$ cat src/rtl/barrel_shifter_pipe.sv
// ============================================================================
// Module   : barrel_shifter_pipe
// Purpose  : Two-stage valid/ready pipelined barrel shifter (rotate right/left,
//            logical and arithmetic shift right). Optional 16-bit output
//            transfer counter enabled by macro BSHIFT_XFER_CNT_EN.
// Revision : 1.0 - initial release
// ============================================================================
`default_nettype none

module barrel_shifter_pipe #(
  parameter int WIDTH = 8,
  parameter int AMTW  = $clog2(WIDTH)
) (
  input  logic             clk,
  input  logic             rst,
  input  logic             in_valid,
  output logic             in_ready,
  input  logic [WIDTH-1:0] in_data,
  input  logic [AMTW-1:0]  in_amt,
  input  logic [1:0]       in_mode,
  output logic             out_valid,
  input  logic             out_ready,
  output logic [WIDTH-1:0] out_data
`ifdef BSHIFT_XFER_CNT_EN
  ,
  output logic [15:0]      xfer_cnt
`endif
);

  localparam logic [1:0] c_MODE_ROR = 2'b00;
  localparam logic [1:0] c_MODE_ROL = 2'b01;
  localparam logic [1:0] c_MODE_LSR = 2'b10;
  localparam logic [1:0] c_MODE_ASR = 2'b11;

  logic             r_v1;
  logic [WIDTH-1:0] r_data;
  logic [AMTW-1:0]  r_amt;
  logic [1:0]       r_mode;
  logic             r_v2;
  logic [WIDTH-1:0] r_res;

  logic               w_adv2;
  logic [2*WIDTH-1:0] w_dbl;
  logic [2*WIDTH-1:0] w_ror_full;
  logic [2*WIDTH-1:0] w_rol_full;
  logic [WIDTH-1:0]   w_lsr;
  logic [WIDTH-1:0]   w_asr;
  logic [WIDTH-1:0]   w_shift;

  assign w_adv2   = ~r_v2 | out_ready;
  assign in_ready = ~r_v1 | w_adv2;

  // Rotates come from shifting a doubled copy of the operand.
  assign w_dbl      = {r_data, r_data};
  assign w_ror_full = w_dbl >> r_amt;
  assign w_rol_full = w_dbl << r_amt;
  assign w_lsr      = r_data >> r_amt;
  assign w_asr      = $unsigned($signed(r_data) >>> r_amt);

  always_comb begin
    w_shift = r_data;
    case (r_mode)
      c_MODE_ROR: w_shift = w_ror_full[WIDTH-1:0];
      c_MODE_ROL: w_shift = w_rol_full[2*WIDTH-1:WIDTH];
      c_MODE_LSR: w_shift = w_lsr;
      c_MODE_ASR: w_shift = w_asr;
      default:    w_shift = r_data;
    endcase
  end

  always_ff @(posedge clk) begin
    if (rst) begin
      r_v1   <= 1'b0;
      r_data <= '0;
      r_amt  <= '0;
      r_mode <= '0;
      r_v2   <= 1'b0;
      r_res  <= '0;
    end else begin
      if (in_ready) begin
        r_v1   <= in_valid;
        r_data <= in_data;
        r_amt  <= in_amt;
        r_mode <= in_mode;
      end
      if (w_adv2) begin
        r_v2 <= r_v1;
      end
      if (w_adv2 && r_v1) begin
        r_res <= w_shift;
      end
    end
  end

  assign out_valid = r_v2;
  assign out_data  = r_res;

`ifdef BSHIFT_XFER_CNT_EN
  logic [15:0] r_xfer_cnt;

  always_ff @(posedge clk) begin
    if (rst) begin
      r_xfer_cnt <= 16'h0000;
    end else if (r_v2 && out_ready) begin
      r_xfer_cnt <= r_xfer_cnt + 16'h0001;
    end
  end

  assign xfer_cnt = r_xfer_cnt;
`endif

endmodule

`default_nettype wire

$ cat config.mk
export PLATFORM = sky130hd
export DESIGN_NAME = barrel_shifter_pipe
export DESIGN_NICKNAME = d
export VERILOG_FILES = /design/src/rtl/barrel_shifter_pipe.sv
export SDC_FILE = /design/constraint.sdc
export NUM_CORES = 1
export LEC_CHECK = 0
export ABC_AREA = 1
export BUFFER_PORTS_ARGS = -buffer_cell sky130_fd_sc_hd__buf_2
export CAP_MARGIN = 15
export CELL_PAD_IN_SITES_DETAIL_PLACEMENT = 1
export CELL_PAD_IN_SITES_GLOBAL_PLACEMENT = 1
export CORE_ASPECT_RATIO = 0.9
export CORE_UTILIZATION = 38
export DETAILED_ROUTE_END_ITERATION = 7
export GPL_TIMING_DRIVEN = 0
export HOLD_SLACK_MARGIN = 0.02
export PLACE_DENSITY_LB_ADDON = 0.1
export SLEW_MARGIN = 40
export SYNTH_ARGS = -nofsm -noshare
export SYNTH_HDL_FRONTEND = slang
export SYNTH_SLANG_ARGS = --single-unit
$ cat constraint.sdc
create_clock -name clk -period 1.35 [get_ports clk]
set_input_delay 0.135 -clock clk [delete_from_list [all_inputs] [get_ports clk]]
set_output_delay 0.135 -clock clk [all_outputs]
set_load 0.01 [all_outputs]
==> flow_summary.json, run 1 <==
{
  "status": "finished, violations left",
  "violations": "setup timing",
  "h-tree-depth": 1,
  "synth_top_area_cell": "dfxtp_1",
  "clock_sinks": 23,
  "core_um2": 3860,
  "syn_area_um2": 1590,
  "synth_async_sr_flop_share_pct": 0,
  "required_ns": 1.52,
  "drtPass1Iterations": 4,
  "dpl.hpwl_um": 3680,
  "fin_nets": 308,
  "hold_slack_ns": 0.0526,
  "grt.total_usage_pct": 24.5,
  "die_height_um": 63.3,
  "crit_fanout": 5,
  "grt_pass1_vias": 1858,
  "synthesis.nets": 273,
  "synth_top_area_share_pct": 29.0,
  "yosys_warnings": 0,
  "wl_um": 5090,
  "cp-start-kind": "register",
  "final_common_cell": "nand2_1",
  "postSynthCellCount": 256,
  "fin_crit_sh_pct": 102,
  "num_rows": 21,
  "crit_chain": "clkbuf_4 -> nand2_2 -> nand3_1 -> nand3_2 -> nand2_1 -> nand2_1 -> nand3_1 -> a21oi_1 -> nor2_1",
  "die_x_um": 70.2,
  "drc_errors": 0,
  "cts_hold_buf": 0,
  "synth_edf_count": 0,
  "setup_viol": 1,
  "final_cell_mix": "nand2_1, nand3_1, buf_2",
  "grt_max_degree": 15,
  "dieArea_um2": 4440,
  "grt-ovfl-total": 0,
  "layout_setup_ws_ns": -0.0219,
  "grt_pass1_wl_um": 8620,
  "synth_seq_area_share_pct": 29.0,
  "slowest_delay_ns": 0.34,
  "regArea_um2": 467,
  "cp.arrival_ns": 1.54,
  "vias": 1855,
  "cpMaxStageDelayCell": "dfxtp_2",
  "max-clock-path-buffers": 2,
  "power.leakage_nw": 1.02,
  "rsz0062_at_grt": "yes",
  "port_buffers": 26,
  "peakVddDrop_mv": 0.665,
  "pwr_density_cell_nw_per_um2": 868,
  "syn_area_per_cell_um2": 6.21,
  "finalClockSkew_ns": 0.00505,
  "yosys_register_bits": 23,
  "io_pins": 27,
  "slew_headroom_pct": 66.2,
  "worstSetupEndpointType": "register",
  "numCtsBuffers": 3,
  "initialDrtViolationCount": 70,
  "fillers": 538,
  "netlist_top_cells_area": "dfxtp_1, nand2_1, nand3_1, a21oi_1, o21ai_0",
  "wl_per_cell_um": 15.2,
  "crit_type": "reg2reg",
  "globalplace.congestion": 0.897,
  "max_freq_mhz": 729,
  "pre_cts_ws_ns": -0.0222,
  "fin_crit_ns": 1.37,
  "multi_input_area_um2": 1010,
  "hold_viol": 0,
  "drv_slew": 0,
  "antenna_found_initial": 0,
  "viasPerCell": 5.52,
  "synth_top_flop_cell": "dfxtp_1",
  "clk_latency_ns": 0.28,
  "root_buffer": "clkbuf_8",
  "areaGrowthSynthToFinish_pct": 24.7,
  "antenna_left": 0,
  "hold_class": "in2reg",
  "cts_tree": "yes",
  "clk_pin_slew_ns": 0.10,
  "worst_pin_slew_ns": 0.507,
  "synth.distinct_cells": 24,
  "drive_above_1_share_pct": 29.7,
  "power.total_mw": 1.72,
  "max_cap_violations": 0,
  "antenna_cells": 0,
  "initial_core_util_pct": 41.1
}
## power by group
| group | switching (mW) | internal, mW |
|---|---|---|
| combinational | 0.303 | 0.187 |
| sequential | 0.0382 | 0.722 |
| clock | 0.260 | 0.210 |
## kinds of logic after synthesis
logic type | synth area share (%)
buf+inv | 12.1
compound gates | 17.3
flops | 29.0
simple gates | 41.6
## flip-flops by register name, indices dropped and copies added, names as in the netlist
signal,count
out_data,8
r_amt,3
r_mode,2
r_data,8
r_v1,1
out_valid,1
## synth_stat cells, types with 2 or more instances
cell / instances
a21oi_1: 25
o21ai_1: 2
nand3_2: 2
inv_2: 2
inv_1: 21
nor2_1: 5
clkbuf_1: 4
buf_2: 3
o211ai_1: 3
o21ai_0: 20
buf_6: 3
dfxtp_1: 23
nand2_1: 70
nand2_2: 11
nand3_1: 51
buf_4: 3
## critical path: cells and delay by family, from the launching register on
family | cells | cell delay [ns]
DFF | 1 | 0.34
and+or+nand+nor | 7 | 0.63
AOI/OAI and AO/OA | 1 | 0.12
buffers and inverters | 1 | 0.18
## metrics by stage
step / util (%) / instance area, um^2 / cells / TNS (ns)
2_1_floorplan: - / 1590 / 256 / 0
3_3_place_gp: 46.0 / 1780 / 328 / -0.00887
3_5_place_dp: 46.0 / 1780 / 328 / -0.0345
4_1_cts: 48.4 / 1870 / 333 / 0
5_1_grt: 51.3 / 1980 / 336 / -0.700
6_report: 51.3 / 1980 / 336 / -0.0219
## per-layer routing
| layer | share of wire (%) | GRT usage [%] | up-vias |
|---|---|---|---|
| met5 | 0 | 0 | - |
| met1 | 47 | 31.1 | 890 |
| li1 | - | - | 922 |
| met2 | 49 | 42.8 | 37 |
| met4 | 1.4 | 6.25 | 0 |
| met3 | 3.0 | 4.48 | 6 |
## final cells by class
class / count / share of cell area [%]
multi-input combinational: 195 / 51.1
sequential: 23 / 23.5
timing repair buffer: 30 / 8.96
inverter: 25 / 5.74
buffer: 13 / 5.30
tap: 46 / 2.90
clock buffer: 3 / 2.08
clock inverter: 1 / 0.379
## final timing paths
kind,from,endpoint,slack (ns),cells after the start
min,rst,out_data[6]$_SDFFE_PP0P_,0.05,2
min reg2reg,out_data[6]$_SDFFE_PP0P_,out_data[6]$_SDFFE_PP0P_,0.48,2
max,r_amt[0]$_SDFFE_PP0P_,out_data[3]$_SDFFE_PP0P_,-0.02,9
max reg2reg,r_amt[0]$_SDFFE_PP0P_,out_data[3]$_SDFFE_PP0P_,-0.02,9
## repair_timing
action                     4_1_cts  5_1_grt
cloned                           1        1
resized for setup               12       23
pin swaps                        0        3
setup endpoints to repair        6       10
buffers inserted                 0        2
Power figures use the tool's default switching activity.
==> run 2, diff against run 1 <==
--- a/config.mk
+++ b/config.mk
@@ -6,7 +6,7 @@
 export NUM_CORES = 1
 export LEC_CHECK = 0
 export ABC_AREA = 1
-export BUFFER_PORTS_ARGS = -buffer_cell sky130_fd_sc_hd__buf_2
+export BUFFER_PORTS_ARGS = -buffer_cell sky130_fd_sc_hd__buf_4
 export CAP_MARGIN = 15
 export CELL_PAD_IN_SITES_DETAIL_PLACEMENT = 1
 export CELL_PAD_IN_SITES_GLOBAL_PLACEMENT = 1
==> flow_summary.json, run 2 (synthesis results as in run 1) <==
{
  "dieArea_um2": 4440,
  "final_common_cell": "nand2_1",
  "power.leakage_nw": 1.03,
  "die_height_um": 63.3,
  "grt-ovfl-total": 0,
  "final_cell_mix": "nand2_1, nand3_1, buf_4",
  "worstSetupEndpointType": "register",
  "wl_um": 4950,
  "io_pins": 27,
  "required_ns": 1.53,
  "antenna_cells": 0,
  "port_buffers": 26,
  "cts_hold_buf": 0,
  "initial_core_util_pct": 41.1,
  "dp_cells": 328,
  "grt_max_degree": 15,
  "initialDrtViolationCount": 87,
  "cts_tree": "yes",
  "vias": 1822,
  "antenna_found_initial": 0,
  "max-clock-path-buffers": 2,
  "grt_pass1_vias": 1806,
  "hold_viol": 0,
  "fin_nets": 309,
  "die_x_um": 70.2,
  "viasPerCell": 5.41,
  "core_um2": 3860,
  "cp-start-kind": "register",
  "root_buffer": "clkbuf_8",
  "h-tree-depth": 1,
  "drv_slew": 0,
  "antenna_left": 0,
  "layout_setup_ws_ns": 0.00534,
  "setup_viol": 0,
  "clock_sinks": 23,
  "pwr_density_cell_nw_per_um2": 844,
  "final_cell_count_no_fill": 337,
  "max_cap_violations": 0,
  "clk_pin_slew_ns": 0.09,
  "dpl.hpwl_um": 3730,
  "fin_crit_sh_pct": 99.6,
  "finalClockSkew_ns": 0.00512,
  "fin_setup_tns_ns": 0,
  "numCtsBuffers": 3,
  "peakVddDrop_mv": 0.668,
  "status": "completed",
  "crit_type": "reg2reg",
  "power.total_mw": 1.74,
  "crit_fanout": 5,
  "cp.arrival_ns": 1.52,
  "grt.total_usage_pct": 24.1,
  "stdcell_area_um2": 2060,
  "drive_above_1_share_pct": 29.9,
  "max_freq_mhz": 744,
  "grt_pass1_wl_um": 8550,
  "clk_latency_ns": 0.27,
  "drtPass1Iterations": 4,
  "slew_headroom_pct": 67.8,
  "globalplace.congestion": 0.870,
  "fin_crit_ns": 1.34,
  "areaGrowthSynthToFinish_pct": 29.8,
  "hold_class": "in2reg",
  "wl_per_cell_um": 14.7,
  "num_rows": 21,
  "worst_pin_slew_ns": 0.482,
  "drc_errors": 0,
  "rsz0062_at_grt": "yes",
  "placed_area_um2": 1840,
  "pre_cts_ws_ns": -0.0309
}
## run 2: cell count changes in the layout (fill, tap and decap cells not counted), moves of 2 or more
cell     delta
buf_2      -26
buf_4      +25
nand3_1     +2
nand3_2     -2
## run 2: per-stage QoR
step | hold WS [ns] | utilization (%)
3_3_place_gp | 0.329 | 47.7
4_1_cts | 0.0249 | 49.9
3_5_place_dp | 0.324 | 47.7
6_report | 0.0340 | 53.4
5_1_grt | 0.0291 | 53.4
2_1_floorplan | 0.197 | -
## run 2: worst paths after layout
kind | slack, ns | to | depth (start not counted) | startpoint
setup / recovery | 0.005 | out_data[1]$_SDFFE_PP0P_ | 9 | r_amt[0]$_SDFFE_PP0P_
hold / removal | 0.03 | out_data[6]$_SDFFE_PP0P_ | 2 | rst
setup reg to reg | 0.005 | out_data[1]$_SDFFE_PP0P_ | 9 | r_amt[0]$_SDFFE_PP0P_
hold reg to reg | 0.48 | out_data[6]$_SDFFE_PP0P_ | 2 | out_data[6]$_SDFFE_PP0P_
## run 2: cell type report
class	instances	area (um^2)
fillers	532	1800
multi-input cells	195	1010
flip-flops and latches	23	464
repair buffers	31	260
plain buffers	13	111
inverters	25	111
well taps	46	57.6
clock buffers	3	41.3
clock inverters	1	7.51
## run 2: what timing repair did
item	4_1_cts	5_1_grt
setup buffers	0	3
cloned	1	1
gates resized for setup	10	24
pin swaps	0	4
endpoints found under the setup margin	7	12
## run 2: power by group
part	total [mW]	switching, mW	internal [mW]
clock network	0.462	0.253	0.210
logic	0.517	0.300	0.217
registers	0.761	0.0382	0.723
## run 2: per-layer routing
metal | vias up | part of all wire, % | GRT usage [%]
met5 | - | 0 | 0
met4 | 0 | 1.5 | 5.75
met3 | 6 | 3.6 | 3.84
met2 | 41 | 46 | 40.1
met1 | 860 | 48 | 32.6
li1 | 915 | - | -
## run 2: critical path: stages, from the launching register on
cell	delay [ns]
dfxtp_2	0.34
buf_2	0.16
nand2_1	0.16
nand3_1	0.13
nand3_1	0.12
nand2_1	0.06
nand2_1	0.05
nand3_1	0.08
a21oi_2	0.11
nor2_1	0.04
